### config.mk
export PLATFORM = sky130hd
export DESIGN_NAME = font_rom_sequencer_flat
export DESIGN_NICKNAME = d
export VERILOG_FILES = /design/src/rtl/font_rom_sequencer_if.sv /design/src/rtl/font_rom_sequencer.sv /design/src/flat_wrapper.sv
export SDC_FILE = /design/constraint.sdc
export NUM_CORES = 1
export LEC_CHECK = 0
export BUFFER_PORTS_ARGS = -buffer_cell sky130_fd_sc_hd__buf_4
export CAP_MARGIN = 5
export CORE_ASPECT_RATIO = 0.9
export CORE_UTILIZATION = 30
export CTS_CLUSTER_DIAMETER = 120
export CTS_CLUSTER_SIZE = 24
export DETAILED_ROUTE_END_ITERATION = 7
export GPL_TIMING_DRIVEN = 0
export PLACE_DENSITY_LB_ADDON = 0.15
export RECOVER_POWER = 50
export SLEW_MARGIN = 10
export SYNTH_ARGS = -nofsm -noshare
export SYNTH_HDL_FRONTEND = slang
export SYNTH_SLANG_ARGS = --single-unit
### constraint.sdc
create_clock -name clk -period 4.5 [get_ports clk]
set_input_delay 0 -clock clk [delete_from_list [all_inputs] [get_ports clk]]
set_output_delay 0 -clock clk [all_outputs]
set_load 0.1 [all_outputs]
### src/rtl/font_rom_sequencer_if.sv
// Bundle between the font ROM sequencer, its two requesters and the font ROM.
// The slave side is the sequencer; the master side is everything around it.
interface font_rom_sequencer_if;
  logic       req0;
  logic       req1;
  logic [3:0] car0;
  logic [3:0] car1;
  logic [1:0] ad0;
  logic [1:0] ad1;
  logic [3:0] row0;
  logic [3:0] row1;
  logic [3:0] len0;
  logic [3:0] len1;
  logic       gnt0;
  logic       gnt1;
  logic [3:0] rom_sel;
  logic [1:0] rom_ad;
  logic [3:0] rom_row;
  logic [7:0] rom_data;
  logic [7:0] rd_data;
  logic       rd_valid0;
  logic       rd_valid1;
  logic       rd_last;
  logic       busy;

  modport slave (
    input  req0, req1, car0, car1, ad0, ad1, row0, row1, len0, len1, rom_data,
    output gnt0, gnt1, rom_sel, rom_ad, rom_row, rd_data, rd_valid0, rd_valid1,
           rd_last, busy
  );

  modport master (
    output req0, req1, car0, car1, ad0, ad1, row0, row1, len0, len1, rom_data,
    input  gnt0, gnt1, rom_sel, rom_ad, rom_row, rd_data, rd_valid0, rd_valid1,
           rd_last, busy
  );
endinterface

### src/rtl/font_rom_sequencer.sv
// Arbitrates two glyph-row burst requesters onto one font ROM and streams
// the addressed rows back one per cycle to the winning requester.
module font_rom_sequencer #(
  parameter logic [3:0] SEL_BLANK = 4'd15
) (
  input logic                 clk,
  input logic                 reset,
  font_rom_sequencer_if.slave bus
);

  typedef enum logic [1:0] {IDLE, BURST0, BURST1} state_e;

  state_e     state_q, state_d;
  logic [4:0] cnt_q, cnt_d;
  logic [3:0] romSel_q, romSel_d;
  logic [1:0] romAd_q, romAd_d;
  logic [3:0] romRow_q, romRow_d;
  logic [7:0] rdData_q, rdData_d;
  logic       rdValid0_q, rdValid0_d;
  logic       rdValid1_q, rdValid1_d;
  logic       rdLast_q, rdLast_d;
  logic       gnt0_q, gnt0_d;
  logic       gnt1_q, gnt1_d;
  logic       lastGnt_q, lastGnt_d;
  logic       sync1_q, sync2_q;

  // Reset release passes through two flops so grants never race the release edge.
  always_ff @(posedge clk or negedge reset) begin
    if (!reset) begin
      sync1_q <= 1'b0;
      sync2_q <= 1'b0;
    end else begin
      sync1_q <= 1'b1;
      sync2_q <= sync1_q;
    end
  end

  always_ff @(posedge clk or negedge reset) begin
    if (!reset) begin
      state_q    <= IDLE;
      cnt_q      <= 5'd0;
      romSel_q   <= SEL_BLANK;
      romAd_q    <= 2'd0;
      romRow_q   <= 4'd0;
      rdData_q   <= 8'h00;
      rdValid0_q <= 1'b0;
      rdValid1_q <= 1'b0;
      rdLast_q   <= 1'b0;
      gnt0_q     <= 1'b0;
      gnt1_q     <= 1'b0;
      lastGnt_q  <= 1'b1;
    end else begin
      state_q    <= state_d;
      cnt_q      <= cnt_d;
      romSel_q   <= romSel_d;
      romAd_q    <= romAd_d;
      romRow_q   <= romRow_d;
      rdData_q   <= rdData_d;
      rdValid0_q <= rdValid0_d;
      rdValid1_q <= rdValid1_d;
      rdLast_q   <= rdLast_d;
      gnt0_q     <= gnt0_d;
      gnt1_q     <= gnt1_d;
      lastGnt_q  <= lastGnt_d;
    end
  end

  always_comb begin
    state_d    = state_q;
    cnt_d      = cnt_q;
    romSel_d   = romSel_q;
    romAd_d    = romAd_q;
    romRow_d   = romRow_q;
    rdData_d   = rdData_q;
    rdValid0_d = 1'b0;
    rdValid1_d = 1'b0;
    rdLast_d   = 1'b0;
    gnt0_d     = 1'b0;
    gnt1_d     = 1'b0;
    lastGnt_d  = lastGnt_q;

    case (state_q)
      IDLE: begin
        // lastGnt_q high means requester 1 went last, so requester 0 wins a tie.
        if (sync2_q && bus.req0 && (!bus.req1 || lastGnt_q)) begin
          state_d   = BURST0;
          gnt0_d    = 1'b1;
          romSel_d  = bus.car0;
          romAd_d   = bus.ad0;
          romRow_d  = bus.row0;
          cnt_d     = (bus.len0 == 4'd0) ? 5'd16 : {1'b0, bus.len0};
          lastGnt_d = 1'b0;
        end else if (sync2_q && bus.req1) begin
          state_d   = BURST1;
          gnt1_d    = 1'b1;
          romSel_d  = bus.car1;
          romAd_d   = bus.ad1;
          romRow_d  = bus.row1;
          cnt_d     = (bus.len1 == 4'd0) ? 5'd16 : {1'b0, bus.len1};
          lastGnt_d = 1'b1;
        end
      end
      BURST0, BURST1: begin
        rdData_d   = bus.rom_data;
        rdValid0_d = (state_q == BURST0);
        rdValid1_d = (state_q == BURST1);
        romRow_d   = romRow_q + 4'd1;
        cnt_d      = cnt_q - 5'd1;
        if (cnt_q == 5'd1) begin
          rdLast_d = 1'b1;
          state_d  = IDLE;
          romSel_d = SEL_BLANK;
          romAd_d  = 2'd0;
          romRow_d = 4'd0;
        end
      end
      default: state_d = IDLE;
    endcase
  end

  assign bus.gnt0      = gnt0_q;
  assign bus.gnt1      = gnt1_q;
  assign bus.rom_sel   = romSel_q;
  assign bus.rom_ad    = romAd_q;
  assign bus.rom_row   = romRow_q;
  assign bus.rd_data   = rdData_q;
  assign bus.rd_valid0 = rdValid0_q;
  assign bus.rd_valid1 = rdValid1_q;
  assign bus.rd_last   = rdLast_q;
  assign bus.busy      = (state_q != IDLE);

endmodule

### src/flat_wrapper.sv
// flat-port wrapper written by rule: the top's interface ports become plain ports
module font_rom_sequencer_flat 
#(
  parameter logic [3:0] SEL_BLANK = 4'd15
)
  (clk, reset, bus_req0, bus_req1, bus_car0, bus_car1, bus_ad0, bus_ad1, bus_row0, bus_row1, bus_len0, bus_len1, bus_rom_data, bus_gnt0, bus_gnt1, bus_rom_sel, bus_rom_ad, bus_rom_row, bus_rd_data, bus_rd_valid0, bus_rd_valid1, bus_rd_last, bus_busy);
  font_rom_sequencer_if bus_i ();
  input logic clk;
  input logic reset;
  input wire logic [$bits(bus_i.req0)-1:0] bus_req0;
  input wire logic [$bits(bus_i.req1)-1:0] bus_req1;
  input wire logic [$bits(bus_i.car0)-1:0] bus_car0;
  input wire logic [$bits(bus_i.car1)-1:0] bus_car1;
  input wire logic [$bits(bus_i.ad0)-1:0] bus_ad0;
  input wire logic [$bits(bus_i.ad1)-1:0] bus_ad1;
  input wire logic [$bits(bus_i.row0)-1:0] bus_row0;
  input wire logic [$bits(bus_i.row1)-1:0] bus_row1;
  input wire logic [$bits(bus_i.len0)-1:0] bus_len0;
  input wire logic [$bits(bus_i.len1)-1:0] bus_len1;
  input wire logic [$bits(bus_i.rom_data)-1:0] bus_rom_data;
  output wire logic [$bits(bus_i.gnt0)-1:0] bus_gnt0;
  output wire logic [$bits(bus_i.gnt1)-1:0] bus_gnt1;
  output wire logic [$bits(bus_i.rom_sel)-1:0] bus_rom_sel;
  output wire logic [$bits(bus_i.rom_ad)-1:0] bus_rom_ad;
  output wire logic [$bits(bus_i.rom_row)-1:0] bus_rom_row;
  output wire logic [$bits(bus_i.rd_data)-1:0] bus_rd_data;
  output wire logic [$bits(bus_i.rd_valid0)-1:0] bus_rd_valid0;
  output wire logic [$bits(bus_i.rd_valid1)-1:0] bus_rd_valid1;
  output wire logic [$bits(bus_i.rd_last)-1:0] bus_rd_last;
  output wire logic [$bits(bus_i.busy)-1:0] bus_busy;
  assign bus_i.req0 = bus_req0;
  assign bus_i.req1 = bus_req1;
  assign bus_i.car0 = bus_car0;
  assign bus_i.car1 = bus_car1;
  assign bus_i.ad0 = bus_ad0;
  assign bus_i.ad1 = bus_ad1;
  assign bus_i.row0 = bus_row0;
  assign bus_i.row1 = bus_row1;
  assign bus_i.len0 = bus_len0;
  assign bus_i.len1 = bus_len1;
  assign bus_i.rom_data = bus_rom_data;
  assign bus_gnt0 = bus_i.gnt0;
  assign bus_gnt1 = bus_i.gnt1;
  assign bus_rom_sel = bus_i.rom_sel;
  assign bus_rom_ad = bus_i.rom_ad;
  assign bus_rom_row = bus_i.rom_row;
  assign bus_rd_data = bus_i.rd_data;
  assign bus_rd_valid0 = bus_i.rd_valid0;
  assign bus_rd_valid1 = bus_i.rd_valid1;
  assign bus_rd_last = bus_i.rd_last;
  assign bus_busy = bus_i.busy;
  font_rom_sequencer #(.SEL_BLANK(SEL_BLANK)) u_core (.clk(clk), .reset(reset), .bus(bus_i));
endmodule
==> metrics.cfg <==
[status]
status=finished with violations
failed_checks=capacitance limit, slew limit

[job]
maxCapViolCount=1

[hold_path]
hold-path-endpoint=u_core.bus.rom_sel[2]
hp-class=in2reg
worstHoldStart=bus_car0[2]
hold_depth=3

[die]
io_pins=64
die_w_um=81.4
die_height_um=73.4
core-area_um2=5350
rows=25
design.die.area_um2=5970
start_util_pct=31.8

[route]
vias_per_cell=4.90
drt_iter0_drc=70
post-route-drc-count=0
dr.pass1.iters=6
wl_per_cell_um=14.3
drt_wl_total_um=4510
num_vias=1543
ant_nets=0

[logic_synthesis]
ys_seq_area_share_pct=48.9
synth_top_family_by_area=compound AO/OA/AOI/OAI gates
synth_common_cells=dfrtp_1 (28), nand2_1 (18), a21oi_1 (9), mux2_2 (9), nor2_1 (8)
synthTopCellsByArea=dfrtp_1 (41%), dfstp_2 (7.7%), mux2_2 (6.0%), ha_1 (5.2%), nand2_1 (4.0%)
muxShareOfSynthArea_pct=9.79
ys_types=47
synthAdderAreaFrac_pct=5.15
synth_edf_count=0
synth-simple-area-share_pct=14.2
yosysMostFrequentCell=dfrtp_1
synth_nets=208
synth_compound_area_share_pct=17.7
netlist_area_um2=1700
synth_flop_cell=dfrtp_1
synth_xor_area_share_pct=0.515
synth_area_leader_cell=dfrtp_1
synth-seq-cells=33
async_flop_share_pct=100
yosysTopAreaCellShare_pct=41.2
ys_warn_count=0
synth_cells=161
postSynthAreaPerCell_um2=10.6

[timing]
hold_viol=0
min_period_ns=2.37
max_freq_mhz=422
relSlewSlack_pct=-18.8
finalWorstSetupSlack_ns=2.13
fin_crit_sh_pct=52.7
maxSlewViolCount=34
setup_viol=0
fin_skew_ns=0.00497
grt_setup_unrepaired=no
finalSetupTns_ns=0
worst_slew_pin_slew_ns=1.78

[final_layout]
postLayoutCellArea_um2=2500
syn2layout_area_growth_pct=47.2
seqCellArea_um2=832
drive_above_1_share_pct=34.7
nets=294
multi_input_area_um2=810
fill_cells=510
antenna_cells=0

[clock_tree]
clk_pin_slew_ns=0.07
cts_inserted_buffers=5
clk_latency_ns=0.28
cts_resized=0
cts_tree=done
htree_levels=2
clock_tree.root_cell=clkbuf_8
post_cts_buffers=0
clockBufferDepth=2
clock-sinks=33

[critical_path]
reg2reg_slack_ns=2.13
start_kind=flop
worstPathRequired_ns=4.72
r2r-end=u_core.bus.rom_sel[3]
r2r-start=u_core.state_q[0]
arrival_ns=2.59
reg2reg_depth=7
cp_max_fo=10
crit_type=reg2reg
end_kind=flop

[placed_design]
port_buffers=63
dpl.hpwl_um=3320
routabilityCongestion=0.816
placed_cell_area_um2=2260
dp_slack_ns=2.59

[global_route]
grt_max_degree=34
grt_usage_pct=16.9
grt_pass1_wl_um=7490
antenna_found_initial=0
overflow=0
first_global_vias=1583

-- cells in the final DEF (no fill, tap or decap), types with 6 or more instances in the layout --
cell type and count:
ha_1 7, nand2_1 18, clkbuf_8 6, dfrtp_1 28, inv_1 7, nor2_1 8, clkbuf_1 11, buf_4 54
dlygate4sd3_1 16, mux2_2 9, a21oi_1 9
-- what timing repair did --
item / in CTS / in global routing
hold endpoints to repair: 45 / 0
setup endpoints to repair: 0 / 0
hold buffers: 16 / 0
-- flip-flops by register name, summed over array words and instances, names as in the netlist --
signal and cells:
u_core.lastGnt_q 1, u_core.bus.rd_valid0 1, u_core.state_q 2, u_core.bus.rd_last 1, u_core.bus.rom_ad 2, u_core.bus.rom_sel 4, u_core.bus.gnt0 1, u_core.bus.rd_data 8
u_core.sync1_q 1, u_core.bus.rd_valid1 1, u_core.cnt_q 5, u_core.bus.rom_row 4, u_core.sync2_q 1, u_core.bus.gnt1 1
-- area by class of cell --
type,instances,area share (%)
buffer,6,1.30
inverter,7,1.05
timing repair buffer,79,23.9
sequential,33,33.2
tap,67,3.35
clock inverter,2,1.50
clock buffer,6,3.30
multi-input combinational,115,32.3
-- through the flow --
| step | cells | util (%) | hold slack [ns] |
|---|---|---|---|
| 2_1_floorplan | 161 | - | -0.296 |
| 3_3_place_gp | 291 | 42.2 | -0.0274 |
| 3_5_place_dp | 291 | 42.2 | -0.0245 |
| 4_1_cts | 315 | 47.4 | 0.00704 |
| 5_1_grt | 315 | 46.8 | 0.0167 |
| 6_report | 315 | 46.8 | 0.00742 |
-- kinds of logic (layout without fill, tap and decap cells) --
logic type	count (synthesis)	count (layout)
DFF	33	33
muxes	15	15
xor gates and xnor gates	1	1
buffers and inverters	13	100
AOI/OAI and AO/OA	44	44
other	1	1
adders and majority gates	7	7
and+or+nand+nor	47	47
-- how the worst max path moves through the flow --
stage | to | slack, ns | from | cells past startpoint
3_3_place_gp | u_core.bus.rd_data[4] | 2.60 | u_core.state_q[0] | 4
4_1_cts | u_core.bus.rom_sel[3] | 2.13 | u_core.state_q[0] | 7
6_report | u_core.bus.rom_sel[3] | 2.13 | u_core.state_q[0] | 7
2_1_floorplan | u_core.bus.rom_row[2] | 2.79 | u_core.bus.rom_row[0] | 3
3_5_place_dp | u_core.bus.rd_data[7] | 2.59 | u_core.state_q[0] | 4
5_1_grt | u_core.bus.rom_sel[3] | 1.96 | u_core.state_q[0] | 7
-- critical path, stage by stage, from the launching register on --
cell           delay (ns)
dfrtp_1              0.41
inv_1                0.10
ha_1                 0.30
a21oi_2              0.37
buf_2                0.31
a21oi_1              0.09
a41oi_1              0.15
dlygate4sd3_1        0.59
-- routing by layer --
metal  vias to the layer above  GRT usage, %  routed length (um)  part of all wire [%]
met5                         -             0                   0                     0
met4                         0          5.95                  51                   1.1
met2                        46          27.1                2230                    49
li1                        756             -                   -                     -
met1                       737          21.7                1990                    44
met3                         4          4.84                 238                   5.3
Power is not shown: default switching activity piles up to over one toggle a cycle in this logic, so the estimate is an artifact.
